$ cat src/rtl/cpu_pkg.sv
// cpu_pkg: shared types and widths for the 8-bit-instruction core.
// Holds the run-control state encoding used by program_sequencer.
package cpu_pkg;

  localparam int PM_ADDR_W = 8;
  localparam int NIBBLE_W  = 4;

  typedef enum logic [1:0] {
    PS_RUN    = 2'd0,
    PS_HALTED = 2'd1,
    PS_STEP   = 2'd2
  } ps_state_t;

  // Jumps stay inside the current 16-instruction page: keep the page, replace the offset.
  function automatic logic [PM_ADDR_W-1:0] jump_target(
    input logic [PM_ADDR_W-NIBBLE_W-1:0] page,
    input logic [NIBBLE_W-1:0]           offset
  );
    return {page, offset};
  endfunction

endpackage

$ cat src/rtl/program_sequencer.sv
// program_sequencer: program-memory address generation, program counter and
// debug run control (RUN / HALTED / STEP) for the 8-bit-instruction core.
// Optional breakpoint compare is enabled by defining PS_BREAKPOINT_EN; without
// it bp_hit is tied low and bp_valid/bp_addr are ignored.
//
//   state      | meaning
//   -----------+------------------------------------------------------------
//   PS_RUN     | instruction in ir executes unless a breakpoint matches
//   PS_HALTED  | ir refetched every cycle, nothing executes
//   PS_STEP    | exactly one instruction executes, then back to PS_HALTED
import cpu_pkg::*;

module program_sequencer #(
  parameter bit RESET_HALTED = 1'b0,
  parameter int CNT_W        = 16
) (
  input  logic                 clk,
  input  logic                 sync_reset,
  input  logic                 jmp,
  input  logic                 jmp_nz,
  input  logic                 dont_jmp,
  input  logic [NIBBLE_W-1:0]  jmp_addr,
  input  logic                 halt_req,
  input  logic                 step_req,
  input  logic                 resume_req,
  input  logic                 bp_valid,
  input  logic [PM_ADDR_W-1:0] bp_addr,
  output logic [PM_ADDR_W-1:0] pm_addr,
  output logic [PM_ADDR_W-1:0] pc,
  output logic                 core_en,
  output logic                 halted,
  output logic                 bp_hit,
  output logic [CNT_W-1:0]     retired,
  output logic [PM_ADDR_W-1:0] from_PS
);

  localparam ps_state_t RESET_STATE = RESET_HALTED ? PS_HALTED : PS_RUN;

  ps_state_t              r_state;
  ps_state_t              w_state_nxt;
  logic [PM_ADDR_W-1:0]   r_pc;
  logic [PM_ADDR_W-1:0]   w_pm_addr;
  logic [CNT_W-1:0]       r_retired;
  logic                   w_advance;
  logic                   w_take_jmp;
  logic                   w_bp_hit;

`ifdef PS_BREAKPOINT_EN
  logic r_skip;
  logic w_skip_set;

  // Leaving HALTED (resume or step) masks the breakpoint for one cycle so the
  // instruction parked at the breakpoint address can execute.
  assign w_skip_set = (r_state == PS_HALTED) && (resume_req || step_req);
  assign w_bp_hit   = !sync_reset && (r_state == PS_RUN) && bp_valid &&
                      (r_pc == bp_addr) && !r_skip;

  // Skip flag: set when leaving HALTED, dropped after one non-halted cycle.
  always_ff @(posedge clk) begin
    if (sync_reset) begin
      r_skip <= 1'b0;
    end else if (w_skip_set) begin
      r_skip <= 1'b1;
    end else if (r_state != PS_HALTED) begin
      r_skip <= 1'b0;
    end
  end
`else
  logic w_bp_unused;

  assign w_bp_unused = ^{bp_valid, bp_addr};
  assign w_bp_hit    = 1'b0;
`endif

  // Run-control next state and the execute enable.
  always_comb begin
    w_state_nxt = r_state;
    w_advance   = 1'b0;
    case (r_state)
      PS_RUN: begin
        w_advance = !w_bp_hit;
        if (w_bp_hit || halt_req) begin
          w_state_nxt = PS_HALTED;
        end
      end
      PS_HALTED: begin
        if (resume_req) begin
          w_state_nxt = PS_RUN;
        end else if (step_req) begin
          w_state_nxt = PS_STEP;
        end
      end
      PS_STEP: begin
        w_advance   = 1'b1;
        w_state_nxt = PS_HALTED;
      end
      default: begin
        w_state_nxt = RESET_STATE;
      end
    endcase
    if (sync_reset) begin
      w_advance   = 1'b0;
      w_state_nxt = RESET_STATE;
    end
  end

  // Next fetch address: refetch when stalled, otherwise jump or fall through.
  always_comb begin
    w_take_jmp = jmp || (jmp_nz && !dont_jmp);
    w_pm_addr  = r_pc;
    if (sync_reset) begin
      w_pm_addr = '0;
    end else if (w_advance) begin
      if (w_take_jmp) begin
        w_pm_addr = jump_target(r_pc[PM_ADDR_W-1:NIBBLE_W], jmp_addr);
      end else begin
        w_pm_addr = r_pc + PM_ADDR_W'(1);
      end
    end
  end

  // State, program counter and retired-instruction counter.
  always_ff @(posedge clk) begin
    if (sync_reset) begin
      r_state   <= RESET_STATE;
      r_pc      <= '0;
      r_retired <= '0;
    end else begin
      r_state <= w_state_nxt;
      r_pc    <= w_pm_addr;
      if (w_advance) begin
        r_retired <= r_retired + CNT_W'(1);
      end
    end
  end

  assign pm_addr = w_pm_addr;
  assign pc      = r_pc;
  assign from_PS = r_pc;
  assign core_en = w_advance;
  assign halted  = (r_state == PS_HALTED);
  assign bp_hit  = w_bp_hit;
  assign retired = r_retired;

endmodule

$ cat config.mk
export PLATFORM = sky130hd
export DESIGN_NAME = program_sequencer
export DESIGN_NICKNAME = d
export VERILOG_FILES = /design/src/rtl/cpu_pkg.sv /design/src/rtl/program_sequencer.sv
export SDC_FILE = /design/constraint.sdc
export NUM_CORES = 1
export LEC_CHECK = 0
export ABC_AREA = 0
export BUFFER_PORTS_ARGS = -buffer_cell sky130_fd_sc_hd__buf_2
export CORE_MARGIN = 10
export CORE_UTILIZATION = 41
export CTS_CLUSTER_DIAMETER = 120
export DETAILED_ROUTE_END_ITERATION = 8
export PLACE_DENSITY = 0.74
export SYNTH_ARGS = -nofsm -noshare
export SYNTH_HDL_FRONTEND = slang
export SYNTH_SLANG_ARGS = --single-unit
$ cat constraint.sdc
create_clock -name clk -period 1.83 [get_ports clk]
set_input_delay 0.2745 -clock clk [delete_from_list [all_inputs] [get_ports clk]]
set_output_delay 0.2745 -clock clk [all_outputs]
set_load 0.01 [all_outputs]
==> out/qor.json <==
{
  "syn_to_final_growth": {"value": 33.5, "unit": "%"},
  "ant_nets": {"value": 0},
  "post_synth_inst_count": {"value": 162},
  "crit_path_start_kind": {"value": "flip-flop"},
  "yosys_most_used_dff": {"value": "sky130_fd_sc_hd__dfxtp_1"},
  "num_antenna_cells": {"value": 0},
  "drt-wirelength-per-cell": {"value": 13.1, "unit": "um"},
  "crit_chain": {"value": "or3b_4 -> or4_4 -> a21oi_2 -> buf_2"},
  "synth_sequential_area_ratio": {"value": 0.377},
  "cellPowerDensity": {"value": 659, "unit": "nW/um^2"},
  "portBuffers": {"value": 53},
  "setup-violations-final": {"value": 5},
  "end_kind": {"value": "primary output"},
  "die_width": {"value": 78.0, "unit": "um"},
  "route.vias.total": {"value": 1336},
  "crit_buf_inv": {"value": 1},
  "synth_cell_area": {"value": 1380, "unit": "sq um"},
  "number_of_levels_the_h_tree_was_split_into": {"value": 1},
  "worst_setup_hold_path_clk_slew": {"value": 0.15, "unit": "ns"},
  "post-route-period-util": {"value": 1.17},
  "drt-initial-drc-count": {"value": 99},
  "reg2reg_from": {"value": "r_state[0]"},
  "final.hold.worst_slack": {"value": 0.182, "unit": "ns"},
  "cpLargestDelayFamily": {"value": "simple AND/OR/NAND/NOR gates"},
  "grt_usage": {"value": 0.110},
  "largest_stage_delay_on_the_critical_path": {"value": 0.50, "unit": "ns"},
  "final_layout_size_suffix_gt1_frac": {"value": 0.432},
  "cap_viol_max_count": {"value": 0},
  "edff_count_synth": {"value": 0},
  "wirelength": {"value": 3490, "unit": "um"},
  "top_signal_layer_used": {"value": "met4"},
  "final-max-slew-violation-count": {"value": 0},
  "die_outline_area": {"value": 6090, "unit": "sq um"},
  "globalRoute.totalOverflow": {"value": 0},
  "first_global_vias": {"value": 1286},
  "final_cell_count_no_fill": {"value": 266},
  "r2r.worst_path.cells": {"value": 5},
  "startpoint": {"value": "r_state[0]"},
  "cts_num_sinks": {"value": 26},
  "synthesis.area_per_instance": {"value": 8.52, "unit": "sq um"},
  "nets": {"value": 244},
  "synthesis.nets": {"value": 185},
  "async_flop_share": {"value": 0},
  "place.gp.congestion": {"value": 0.765},
  "number_of_cells_after_detailed_placement": {"value": 259},
  "drc_errors": {"value": 0},
  "worstSetupPathDepth": {"value": 4},
  "dr.pass1.iters": {"value": 4},
  "clk_latency": {"value": 0.32, "unit": "ns"},
  "grt_start_max_net_pins": {"value": 37},
  "met2WireLength": {"value": 1770, "unit": "um"},
  "critical_path_peak_fanout": {"value": 3},
  "tritoncts": {"value": "built"},
  "worstHoldPathType": {"value": "in2reg"},
  "postCtsHoldBufs": {"value": 0},
  "routed-wl-met3": {"value": 215, "unit": "um"},
  "seq_cells_post_synth": {"value": 26},
  "cts-buffers-inserted": {"value": 3},
  "total_leakage_power": {"value": 0.854, "unit": "nW"},
  "slowest_stage": {"value": "sky130_fd_sc_hd__or4_4"},
  "dp_hpwl": {"value": 2620, "unit": "um"},
  "num-fill-cells": {"value": 339},
  "synth_cell_types": {"value": 40},
  "avgViaCountPerCell": {"value": 5.02},
  "drt-met1-wl": {"value": 1470, "unit": "um"},
  "clock.fmax": {"value": 468, "unit": "MHz"},
  "ir_worst_vdd": {"value": 481, "unit": "uV"},
  "worstPathArrival": {"value": 1.86, "unit": "ns"},
  "report.power.total": {"value": 1.21, "unit": "mW"},
  "path_class": {"value": "reg2out"},
  "rrSetupSlack": {"value": 0.12, "unit": "ns"},
  "setup_total_negative_slack": {"value": -1.15, "unit": "ns"},
  "initial_core_util": {"value": 0.420},
  "antenna_violations_before_repair": {"value": 0},
  "layout_min_cycle_time": {"value": 2.14, "unit": "ns"},
  "sequential_cell_area": {"value": 529, "unit": "sq um"},
  "run_status": {"value": "finished, violations left"},
  "critPathCapture": {"value": "pm_addr[5]"},
  "grt_setup_unrepaired": {"value": "true"},
  "core_area": {"value": 3280, "unit": "sq um"},
  "clock_skew": {"value": 0.0115, "unit": "ns"},
  "clock_tree.root_cell": {"value": "sky130_fd_sc_hd__clkbuf_4"},
  "multi_input_comb_area": {"value": 779, "unit": "sq um"},
  "ios": {"value": 64},
  "synth_warnings": {"value": 0},
  "cts-root-to-sink-buffers": {"value": 2},
  "hold_viol": {"value": 0},
  "critPathRequiredTime": {"value": 1.56, "unit": "ns"},
  "die_height": {"value": 78.0, "unit": "um"},
  "rows": {"value": 21},
  "grt_pass1_wl": {"value": 5790, "unit": "um"},
  "failed_checks": {"value": "setup timing"},
  "r2r_end": {"value": "retired[15]"},
  "final.setup.worst_slack": {"value": -0.307, "unit": "ns"}
}
[worst min path at each step]
stage | start | endpoint | slack (ns) | depth (start not counted)
2_1_floorplan | step_req | r_state[1] | 0.42 | 1
3_3_place_gp | retired[15] | retired[15] | 0.46 | 2
3_5_place_dp | retired[15] | retired[15] | 0.47 | 2
4_1_cts | step_req | r_state[1] | 0.17 | 2
5_1_grt | step_req | r_state[1] | 0.18 | 2
6_report | step_req | r_state[1] | 0.18 | 2
[timing repair]
item | CTS | global route
pin swaps | 6 | 3
setup buffers | 2 | 1
resized for setup | 13 | 3
endpoints found under the setup margin | 7 | 8
[worst reg2reg max path: cells and delay by family (launching register included)]
family / cells / cell delay (ns)
simple gates: 3 / 0.98
flops: 1 / 0.35
buf+inv: 1 / 0.18
compound gates: 1 / 0.14
[metrics by stage]
step	utilization	worst slack, ns	cell area [sq um]
6_report	0.561	-0.307	1840
3_5_place_dp	0.520	-0.0880	1710
2_1_floorplan	-	0.0188	1380
4_1_cts	0.556	-0.310	1830
5_1_grt	0.561	-0.398	1840
3_3_place_gp	0.520	-0.0745	1710
[flip-flops by register name, summed over array words and instances, names as in the netlist]
register,cells
retired,16
from_PS,8
r_state,2
[cell families (layout without fill, tap and decap cells)]
group | Yosys count | in the layout | synth area share
mux | 5 | 5 | 0.0381
xor+xnor | 11 | 11 | 0.0698
fa+ha+maj | 2 | 2 | 0.0181
simple gates | 73 | 73 | 0.297
buf+inv | 20 | 78 | 0.0916
flops | 26 | 26 | 0.377
other cells | 1 | 1 | 0.00272
compound gates | 24 | 24 | 0.105
[cell usage after synthesis, types with 2 or more instances]
cell	instances	area (sq um)
sky130_fd_sc_hd__dfxtp_1	26	521
sky130_fd_sc_hd__nor2_1	22	82.6
sky130_fd_sc_hd__a21oi_1	10	50.1
sky130_fd_sc_hd__buf_4	9	67.6
sky130_fd_sc_hd__xor2_1	9	78.8
sky130_fd_sc_hd__nand2_1	7	26.3
sky130_fd_sc_hd__nand3_1	7	35.0
sky130_fd_sc_hd__nor3_1	7	35.0
sky130_fd_sc_hd__nand4_1	6	37.5
sky130_fd_sc_hd__o21ai_0	6	30.0
sky130_fd_sc_hd__and3_1	3	18.8
sky130_fd_sc_hd__clkbuf_1	3	11.3
sky130_fd_sc_hd__mux2i_1	3	30.0
sky130_fd_sc_hd__nand2b_1	3	18.8
sky130_fd_sc_hd__or3_1	3	18.8
sky130_fd_sc_hd__a311oi_1	2	17.5
sky130_fd_sc_hd__buf_1	2	7.51
sky130_fd_sc_hd__buf_2	2	10.0
sky130_fd_sc_hd__buf_6	2	22.5
sky130_fd_sc_hd__ha_1	2	25.0
sky130_fd_sc_hd__inv_1	2	7.51
sky130_fd_sc_hd__mux2_2	2	22.5
sky130_fd_sc_hd__nor2b_1	2	12.5
sky130_fd_sc_hd__nor4_2	2	25.0
sky130_fd_sc_hd__o31ai_1	2	15.0
sky130_fd_sc_hd__o32ai_1	2	17.5
sky130_fd_sc_hd__or4_1	2	15.0
sky130_fd_sc_hd__xnor2_1	2	17.5
[cell type report]
class,instances,share of cell area
Timing Repair Buffer,72,0.224
Tap cell,46,0.0312
Sequential cell,26,0.287
Clock buffer,3,0.0122
Multi-Input combinational cell,116,0.423
Inverter,2,0.00611
Clock inverter,1,0.0163
[routing by layer]
metal,GRT usage,up-vias
met1,0.121,617
li1,-,682
met4,0.0323,0
met5,0,-
met3,0.0262,2
met2,0.206,35
[report_power, final]
| part | internal (mW) | leakage, nW | switching, mW |
|---|---|---|---|
| registers | 0.588 | 0.213 | 0.0181 |
| clock network | 0.221 | 0.0279 | 0.176 |
| logic | 0.0935 | 0.613 | 0.116 |
| total | 0.903 | 0.854 | 0.311 |
[cells in the final DEF, fill, tap and decap left out, types with 2 or more instances in the layout]
master	Yosys	final
sky130_fd_sc_hd__clkbuf_4	0	3
sky130_fd_sc_hd__nand2b_1	3	3
sky130_fd_sc_hd__a21oi_1	10	9
sky130_fd_sc_hd__nand3_1	7	6
sky130_fd_sc_hd__mux2i_1	3	3
sky130_fd_sc_hd__nor2b_1	2	2
sky130_fd_sc_hd__or4_1	2	2
sky130_fd_sc_hd__and3_1	3	3
sky130_fd_sc_hd__dfxtp_2	0	4
sky130_fd_sc_hd__o31ai_1	2	2
sky130_fd_sc_hd__xor2_1	9	9
sky130_fd_sc_hd__buf_4	9	18
sky130_fd_sc_hd__buf_2	2	53
sky130_fd_sc_hd__nand4_1	6	6
sky130_fd_sc_hd__o32ai_1	2	2
sky130_fd_sc_hd__or3_1	3	3
sky130_fd_sc_hd__o21ai_0	6	5
sky130_fd_sc_hd__nor3_1	7	7
sky130_fd_sc_hd__ha_1	2	2
sky130_fd_sc_hd__dfxtp_1	26	21
sky130_fd_sc_hd__nor2_1	22	21
sky130_fd_sc_hd__nand2_1	7	7
sky130_fd_sc_hd__a311oi_1	2	2
sky130_fd_sc_hd__nor4_4	0	2
Power figures use the tool's default switching activity.
